### config.mk
export PLATFORM = sky130hd
export DESIGN_NAME = cbu8_up_counter_flat
export DESIGN_NICKNAME = d
export VERILOG_FILES = /design/src/rtl/cbu8_up_counter_pkg.sv /design/src/rtl/cbu8_up_counter_if.sv /design/src/rtl/cbu8_up_counter_nibble.sv /design/src/rtl/cbu8_up_counter.sv /design/src/flat_wrapper.sv
export SDC_FILE = /design/constraint.sdc
export NUM_CORES = 1
export LEC_CHECK = 0
export CAP_MARGIN = 10
export CORE_AREA = 5 5 47 49
export DETAILED_ROUTE_END_ITERATION = 6
export DIE_AREA = 0 0 52 54
export PLACE_DENSITY = 0.84
export SYNTH_ARGS = -nofsm -noshare
export SYNTH_HDL_FRONTEND = slang
export SYNTH_HIERARCHICAL = 1
export SYNTH_SLANG_ARGS = --single-unit
### constraint.sdc
create_clock -name CLK -period 2.4 [get_ports CLK]
set_input_delay 0.48 -clock CLK [delete_from_list [all_inputs] [get_ports CLK]]
set_output_delay 0.48 -clock CLK [all_outputs]
set_load 0.05 [all_outputs]
### src/rtl/cbu8_up_counter_pkg.sv
// Shared definitions for the cascadable up-counter: default width, the
// per-edge operation encoding and the terminal-value compare helper.
package cbu_pkg;

  localparam int CBU_DEF_WIDTH = 8;

  // Operation selected at each rising clock edge, highest priority first:
  // clear, load, count, hold.
  typedef enum logic [1:0] {
    OP_HOLD = 2'd0,
    OP_CLR  = 2'd1,
    OP_LOAD = 2'd2,
    OP_CNT  = 2'd3
  } cbu_op_e;

  // Terminal-value compare. Operands are zero-extended to 32 bits by the
  // caller so one helper serves every legal width (2..32).
  function automatic logic cbu_is_term(input logic [31:0] q, input logic [31:0] t);
    return (q == t);
  endfunction

endpackage

### src/rtl/cbu8_up_counter_if.sv
// Counter bus: control inputs, load data, optional modulo value and the
// count/carry/terminal outputs. The MOD signal exists only when
// CBU_MODULO_EN is defined.
interface cbu8_up_counter_if
  import cbu_pkg::*;
#(
  parameter int WIDTH = CBU_DEF_WIDTH
) ();

  logic             EN;
  logic             CAI;
  logic             LD;
  logic [WIDTH-1:0] D;
`ifdef CBU_MODULO_EN
  logic [WIDTH-1:0] MOD;
`endif
  logic [WIDTH-1:0] Q;
  logic             CAO;
  logic             TC;

  modport master (
`ifdef CBU_MODULO_EN
    output MOD,
`endif
    output EN, CAI, LD, D,
    input  Q, CAO, TC
  );

  modport slave (
`ifdef CBU_MODULO_EN
    input  MOD,
`endif
    input  EN, CAI, LD, D,
    output Q, CAO, TC
  );

endinterface

### src/rtl/cbu8_up_counter_nibble.sv
// Up to 4-bit incrementer slice. The slice carry-out is a direct AND of the
// slice bits with the incoming carry (local lookahead), so carries only
// ripple slice-to-slice, never bit-to-bit.
module cbu_nibble #(
  parameter int SW = 4
) (
  input  logic [SW-1:0] q,
  input  logic          ci,
  input  logic          en,
  output logic [SW-1:0] q_inc,
  output logic          co
);

  logic inc;

  // Increment the slice when enabled with an incoming carry; lookahead carry-out.
  always_comb begin
    inc   = ci & en;
    q_inc = q + SW'(inc);
    co    = inc & (&q);
  end

endmodule

### src/rtl/cbu8_up_counter.sv
// Cascadable WIDTH-bit up counter with async clear, sync parallel load,
// enable, carry-in and combinational carry-out; TC is a registered
// terminal-count flag.
// Macros:
//   CBU_MODULO_EN - adds the MOD port; terminal value becomes MOD and the
//                   count wraps to 0 after reaching it.
//   CBU_X_CHECK   - simulation-only: unknown EN/CAI/LD drives Q to X and
//                   prints a message.
module cbu8_up_counter
  import cbu_pkg::*;
#(
  parameter int WIDTH    = CBU_DEF_WIDTH,
  parameter bit LOAD_PRI = 1'b1
) (
  input logic               CLK,
  input logic               CDN,
  cbu8_up_counter_if.slave  bus
);

  localparam int NSL = (WIDTH + 3) / 4;

  logic [WIDTH-1:0] q_q;
  logic [WIDTH-1:0] q_d;
  logic             tc_q;
  logic             tc_d;

  logic [WIDTH-1:0] term;
  logic [WIDTH-1:0] inc;
  logic [NSL:0]     carry;
  logic             load_req;
  logic             cnt_req;
  logic             at_term;
  logic             cao;
  logic [31:0]      q_ext;
  logic [31:0]      qd_ext;
  logic [31:0]      t_ext;
  cbu_op_e          op;

`ifdef CBU_MODULO_EN
  assign term = bus.MOD;
`else
  assign term = {WIDTH{1'b1}};
`endif

  // Slice chain: carry[0] injects the +1, each slice hands its carry upward.
  assign carry[0] = 1'b1;

  for (genvar k = 0; k < NSL; k++) begin : g_slice
    localparam int SW = ((WIDTH - 4 * k) > 4) ? 4 : (WIDTH - 4 * k);
    cbu_nibble #(.SW(SW)) u_nib (
      .q     (q_q[4*k +: SW]),
      .ci    (carry[k]),
      .en    (cnt_req),
      .q_inc (inc[4*k +: SW]),
      .co    (carry[k+1])
    );
  end

  // Priority decode of the operation for the coming edge.
  always_comb begin
    load_req = bus.LD & (LOAD_PRI ? 1'b1 : bus.EN);
    cnt_req  = bus.EN & bus.CAI;
    op       = OP_HOLD;
    if (!CDN) begin
      op = OP_CLR;
    end else if (load_req) begin
      op = OP_LOAD;
    end else if (cnt_req) begin
      op = OP_CNT;
    end else begin
      op = OP_HOLD;
    end
  end

  // Next count value and next terminal flag (TC mirrors next Q against T).
  always_comb begin
    q_ext              = 32'd0;
    t_ext              = 32'd0;
    q_ext[WIDTH-1:0]   = q_q;
    t_ext[WIDTH-1:0]   = term;
    at_term            = cbu_is_term(q_ext, t_ext);
    q_d                = q_q;
    case (op)
      OP_LOAD: q_d = bus.D;
      OP_CNT:  q_d = at_term ? {WIDTH{1'b0}} : inc;
      OP_CLR:  q_d = {WIDTH{1'b0}};
      default: q_d = q_q;
    endcase
`ifdef CBU_X_CHECK
    if ($isunknown({bus.EN, bus.CAI, bus.LD})) begin
      q_d = {WIDTH{1'bx}};
    end else begin
      q_d = q_d;
    end
`endif
    qd_ext             = 32'd0;
    qd_ext[WIDTH-1:0]  = q_d;
    tc_d               = cbu_is_term(qd_ext, t_ext);
  end

  // Carry-out: only on a genuine count cycle at the terminal value, so a
  // load cycle or a cleared counter never advances the upper stages.
  always_comb begin
    cao = 1'b0;
    if (op == OP_CNT) begin
`ifdef CBU_MODULO_EN
      cao = at_term;
`else
      cao = carry[NSL];
`endif
    end else begin
      cao = 1'b0;
    end
  end

  // Count and terminal-flag registers with asynchronous clear.
  always_ff @(posedge CLK or negedge CDN) begin
    if (!CDN) begin
      q_q  <= {WIDTH{1'b0}};
      tc_q <= 1'b0;
    end else begin
      q_q  <= q_d;
      tc_q <= tc_d;
    end
  end

`ifdef CBU_X_CHECK
  // Debug aid: report unknown control inputs at each edge.
  always @(posedge CLK) begin
    if ($isunknown({bus.EN, bus.CAI, bus.LD})) begin
      $display("cbu8_up_counter %m: unknown EN/CAI/LD at time %0t", $time);
    end
  end
`endif

  assign bus.Q   = q_q;
  assign bus.CAO = cao;
  assign bus.TC  = tc_q;

endmodule

### src/flat_wrapper.sv
// flat-port wrapper written by rule: the top's interface ports become plain ports
module cbu8_up_counter_flat import cbu_pkg::*;
#(
  parameter int WIDTH    = CBU_DEF_WIDTH,
  parameter bit LOAD_PRI = 1'b1
)
  (CLK, CDN, bus_EN, bus_CAI, bus_LD, bus_D, bus_Q, bus_CAO, bus_TC);
  cbu8_up_counter_if #(.WIDTH(WIDTH)) bus_i ();
  input logic CLK;
  input logic CDN;
  input wire logic [$bits(bus_i.EN)-1:0] bus_EN;
  input wire logic [$bits(bus_i.CAI)-1:0] bus_CAI;
  input wire logic [$bits(bus_i.LD)-1:0] bus_LD;
  input wire logic [$bits(bus_i.D)-1:0] bus_D;
  output wire logic [$bits(bus_i.Q)-1:0] bus_Q;
  output wire logic [$bits(bus_i.CAO)-1:0] bus_CAO;
  output wire logic [$bits(bus_i.TC)-1:0] bus_TC;
  assign bus_i.EN = bus_EN;
  assign bus_i.CAI = bus_CAI;
  assign bus_i.LD = bus_LD;
  assign bus_i.D = bus_D;
  assign bus_Q = bus_i.Q;
  assign bus_CAO = bus_i.CAO;
  assign bus_TC = bus_i.TC;
  cbu8_up_counter #(.WIDTH(WIDTH), .LOAD_PRI(LOAD_PRI)) u_core (.CLK(CLK), .CDN(CDN), .bus(bus_i));
endmodule
Word level (Yosys, flattened, before mapping):

Index checks and enable logic that the tools add are counted.

* input port bits: 13
* register bits after elaboration: 9
* word-level logic and storage cells: 21

* bitwise gates (word level): 4
* mux-type cells: 6
* reduce and logical (&&, ||, !) cells: 2
* $add $sub $neg: 2
* equal/unequal tests: 5

Operators by type and width (number)
* $pmux W8 S3: 1
* $eq A8 B8 Y1 const B: 2
* $add A4 B1 Y4: 2
* $mux W8: 1
* $reduce_and A4 Y1: 2
* $mux W2: 3
* $and A1 B1 Y1: 4
* $eq A2 B2 Y1 const B: 2
* $eq A2 B1 Y1 const B: 1
* $mux W1: 1

Longest topological paths before layout:

* depth in word-level cells: 7
* mapped depth: 13
* depth with buffers taken out: 12

Hierarchy:

The synthesis kept the hierarchy.

Modules (own cells, without submodules)
* cbu8_up_counter: area an instance 583.1 µm², cells an instance 58, seq. area each 225.2 µm², times used 1
* cbu_nibble: area an instance 65.1 µm², cells an instance 9, seq. area each 0.0 µm², times used 2

Worst setup path after synthesis:

No wires, ideal clock.

* path type: reg-to-reg
* start: register u_core.q_q[2], in the netlist u_core/bus.Q[2]
* end: register u_core.tc_q, in the netlist u_core/bus.TC
* arrival time: 1943 ps
* required time: 2328 ps
* clock period less this slack: 2015 ps
* cell stages (with the launch flop): 12
* path buffers: 0
* path slack: 385 ps
* cell sequence: dfrtp_1 -> nand4_1 -> nor2_1 -> nand2_1 -> inv_1 -> ha_1 -> ha_1 -> xor2_1 -> o211ai_1 -> a31oi_2 -> nand4_1 -> nor2_1

* cells in the longest elaborated chain, start to end: 7

RTL lines
* start, declared: RTL line cbu8_up_counter.sv:22 `logic [WIDTH-1:0] q_q;`
* start signal, assigned: RTL line cbu8_up_counter.sv:119 `q_q <= {WIDTH{1'b0}};`
* start signal, assigned: RTL line cbu8_up_counter.sv:122 `q_q <= q_d;`
* $reduce_and A4 Y1: RTL line cbu8_up_counter_nibble.sv:20 `co = inc & (&q);`
* $and A1 B1 Y1: RTL line cbu8_up_counter_nibble.sv:20
* named net u_core.carry[1]: RTL line cbu8_up_counter.sv:29 `logic [NSL:0] carry;`
* $and A1 B1 Y1: RTL line cbu8_up_counter_nibble.sv:18 `inc = ci & en;`
* $add A4 B1 Y4: RTL line cbu8_up_counter_nibble.sv:19 `q_inc = q + SW'(inc);`
* named net u_core.inc[6]: RTL line cbu8_up_counter.sv:28 `logic [WIDTH-1:0] inc;`
* $mux W8: RTL line cbu8_up_counter.sv:85 `OP_CNT: q_d = at_term ? {WIDTH{1'b0}} : inc;`
* $pmux W8 S3: RTL line cbu8_up_counter.sv:83 `case (op)`
* named net u_core.q_d[6]: RTL line cbu8_up_counter.sv:23 `logic [WIDTH-1:0] q_d;`
* $eq A8 B8 Y1: RTL line cbu8_up_counter_pkg.sv:19 `return (q == t);`
* named net u_core.tc_d: RTL line cbu8_up_counter.sv:25 `logic tc_d;`
* end signal, assigned: RTL line cbu8_up_counter.sv:123 `tc_q <= tc_d;`
* end, declared: RTL line cbu8_up_counter.sv:24 `logic tc_q;`

The timed path passes the listed nets, and every way through them passes these cells.

Worst setup path in the final report:

* start: input bus_LD
* end: output bus_CAO

* cells in the longest elaborated chain, start to end: 4

RTL lines
* start, declared: RTL line flat_wrapper.sv:13 `input wire logic [$bits(bus_i.LD)-1:0] bus_LD;`
* $mux W2: RTL line cbu8_up_counter.sv:66 `end else if (load_req) begin`
* $mux W2: RTL line cbu8_up_counter.sv:64 `if (!CDN) begin`
* $eq A2 B2 Y1: RTL line cbu8_up_counter.sv:105 `if (op == OP_CNT) begin`
* $mux W1: RTL line cbu8_up_counter.sv:105
* end, declared: RTL line flat_wrapper.sv:16 `output wire logic [$bits(bus_i.CAO)-1:0] bus_CAO;`

No other way between the ends.

==> parameters.txt <==
Parameter                              Value

STA
  Setup repair after global routing missed its margin    false
  Worst clock skew on the final layout    0.00182 ns
  Slew Viols, Final    0
  Number of hold violations in the final report    0
  Headroom to the max-slew limit    0.653
  Period Utilization, post-route    0.907
  Setup WS post-layout    0.223 ns
  Setup TNS    0 ns
  Maximum achievable frequency    ~460 MHz
  Actual transition at the worst max-transition pin    just over 0.5 ns
  Setup-violating endpoint count in the final report    0
  Min Tclk post-route    about 2.2 ns

Cells and area
  Synth-to-Final Area Change    42.8%
  Fin area    0.00102 mm²
  Final #Nets    122
  Antenna diode count    0
  Post-route non-filler standard cell count    131
  Fraction of final layout cells with drive strength greater than 1    0.173

Place
  Worst slack at placement    -0.129 ns
  Cell area reported after detailed placement    972 µm²
  Number of input and output port buffers inserted    22
  Gp weighted congestion    0.834
  DP HPWL    1350 µm
  Dpl cells    126

Floorplanning
  Num ports    23
  Area enclosed by the die boundary    around 0.0028 mm²
  Number of placement rows    16
  Height of the die    54 µm
  Area of the core region    about 0.0018 mm²
  Horizontal extent of the die    52 µm
  Initial Util    0.391

Critical path
  Critical path launch point type    input pin
  Arrival time worst endpoint    roughly 1.7 ns
  Critical Path Max Stage Delay    0.55 ns
  Crit Path Class    input pin to output pin
  Number of buffer and inverter stages on the critical path    2
  Required time reported for the critical path endpoint    1.92 ns
  Critical-path top delay cell    sky130_fd_sc_hd__clkdlybuf4s50_1
  Crit Path Max Fanout    11
  Crit. End Element    output pin
  Cell family with the largest share of critical-path delay    buffers and inverters
  Chain of cells forming the critical path    clkdlybuf4s50_1, and4b_1, and2_4, buf_12

Clock network
  Number of clock sinks    9
  Bufs on Longest Clock Path    2
  Number of hold buffers added after CTS    0
  Root Buffer Master    sky130_fd_sc_hd__clkbuf_4
  Clock latency on the worst-skew pair    0.26 ns
  Number of levels in the clock H-tree    1
  TritonCTS clock tree    built
  Number of clock buffers inserted by TritonCTS    3
  Clock transition at the register clock pins on the worst setup and hold paths after CTS    roughly 0.06 ns

Min path
  Worst min path class    flop to flop

Global routing
  Antenna violations before repair    0
  Wire length of the first global-routing pass    between 2000 and 3000 µm
  Global-route total usage across every layer    0.125
  Maximum number of pins on one net before global-route repair    14
  Global-route congestion overflow total    0
  Via count of the first global-routing pass    636

Flow run
  Maxcap violations    0

Logic synthesis
  Number of enable-type register cells in the synthesized netlist    0
  Number of warnings reported in the yosys synthesis log    6
  Synth async-reset ratio    1.00
  Top_reg_cell synth    sky130_fd_sc_hd__dfrtp_1
  Most frequent cell after synthesis    sky130_fd_sc_hd__nand3_1
  Yosys top cell by area    sky130_fd_sc_hd__dfrtp_1
  Count of cell types in the netlist    22
  Cell types with the highest counts after synthesis    10 x sky130_fd_sc_hd__nand3_1, 9 x sky130_fd_sc_hd__dfrtp_1, 8 x sky130_fd_sc_hd__o211ai_1
  Seq cells post-synth    9
  Cells after synthesis    76
  Net count of the mapped netlist    93
  Per-instance average area after synthesis    9.38 µm²
  Post-synth top area share    0.316
  Top post-synthesis cells by area    sky130_fd_sc_hd__dfrtp_1 32%, sky130_fd_sc_hd__o211ai_1 8.4%, sky130_fd_sc_hd__a31oi_2 7.0%
  Mapped cell area    713 µm²
  Sequential cell area fraction in the yosys report    0.316

Outcome
  Run status    completed

Detailed routing
  Number of design-rule violations left by the first detailed-router iteration    8
  Iteration count of the initial detailed-routing pass    4
  Post-route DRC violation count    0
  Number of nets with antenna violations after routing    0
  Post-detailed-route via-to-cell ratio    5.27
  Average wire length per cell after detail routing    approximately 12 µm
  Via count of the routed design    690
  Final WL    1630 µm

Pwr
  Leak pwr    0.000438 µW
  Power density relative to cell area    440 mW/mm²
  Overall power of the completed layout    448 µW
  Max rail drop VDD    0.306 mV
cell type report:
type	count	area, µm²
Clock buffer	4	26.3
Multi-Input combinational cell	60	438
Sequential cell	9	225
Timing Repair Buffer	29	288
Tap cell	27	33.8
Fill cell	158	803
Inverter	2	7.51
cells in the final DEF (no fill, tap or decap), types with 4 or more instances in the layout:
| master | n |
|---|---|
| sky130_fd_sc_hd__nand4_1 | 6 |
| sky130_fd_sc_hd__nand3_1 | 10 |
| sky130_fd_sc_hd__dfrtp_1 | 9 |
| sky130_fd_sc_hd__a2bb2oi_1 | 4 |
| sky130_fd_sc_hd__clkdlybuf4s50_1 | 19 |
| sky130_fd_sc_hd__o211ai_1 | 8 |
| sky130_fd_sc_hd__a31oi_2 | 4 |
| sky130_fd_sc_hd__nor3_1 | 4 |
| sky130_fd_sc_hd__buf_4 | 7 |
path summary, 6_finish.rpt:
check                      slack (ns)  cells after the start                        end                       from
setup / recovery                 0.22                      4                    bus_CAO                     bus_LD
max in group asynchronous        1.51                      2  u_core/bus.Q[3]$_DFF_PN0_                        CDN
setup reg to reg                 0.47                     11    u_core/bus.TC$_DFF_PN0_  u_core/bus.Q[2]$_DFF_PN0_
hold reg to reg                  0.65                      1  u_core/bus.Q[0]$_DFF_PN0_  u_core/bus.Q[0]$_DFF_PN0_
min in group asynchronous        0.74                      2  u_core/bus.Q[5]$_DFF_PN0_                        CDN
hold / removal                   0.65                      1  u_core/bus.Q[0]$_DFF_PN0_  u_core/bus.Q[0]$_DFF_PN0_
per-layer routing:
layer / vias up / wire (µm) / GRT usage / share of wire
li1: 345 / - / - / -
met1: 317 / 687 / 0.138 / 0.42
met2: 23 / 842 / 0.234 / 0.52
met3: 5 / 75 / 0.0249 / 0.046
met4: 0 / 25 / 0.0437 / 0.015
met5: - / 0 / 0 / 0
where the power goes:
group	switching (µW)	leakage, µW	total, µW	internal, µW
combinational	82.8	0.000307	149	66.3
sequential	19.3	0.000116	183	163
clock	51.8	0.0000150	116	64.0
total	154	0.000438	448	294
cells by family after synthesis:
family                   after synthesis  share of synthesized area
adder cells (fa/ha/maj)                4                     0.0702
XOR/XNOR                               4                     0.0491
other                                  1                    0.00526
AO/OA/AOI/OAI                         16                      0.204
flip-flops                             9                      0.316
AND/OR/NAND/NOR                       35                      0.275
buffers and inverters                  7                     0.0807
repair_timing:
item,CTS,global route
hold endpoints to repair,0,0
pin swaps,0,6
resized for setup,1,4
buffers inserted,0,1
setup endpoints to repair,1,2
registers in the layout, summed over array words and instances, names as in the netlist:
name / cells
u_core/bus.TC: 1
u_core/bus.Q: 8
through the flow:
| stage | hold WS (ns) | utilization |
|---|---|---|
| 6_report | 0.650 | 0.559 |
| 5_1_grt | 0.669 | 0.559 |
| 4_1_cts | 0.650 | 0.549 |
| 3_5_place_dp | 0.641 | 0.534 |
| 3_3_place_gp | 0.630 | 0.534 |
| 2_1_floorplan | 0.184 | - |
Note: power is estimated with default switching activity, not from simulation.
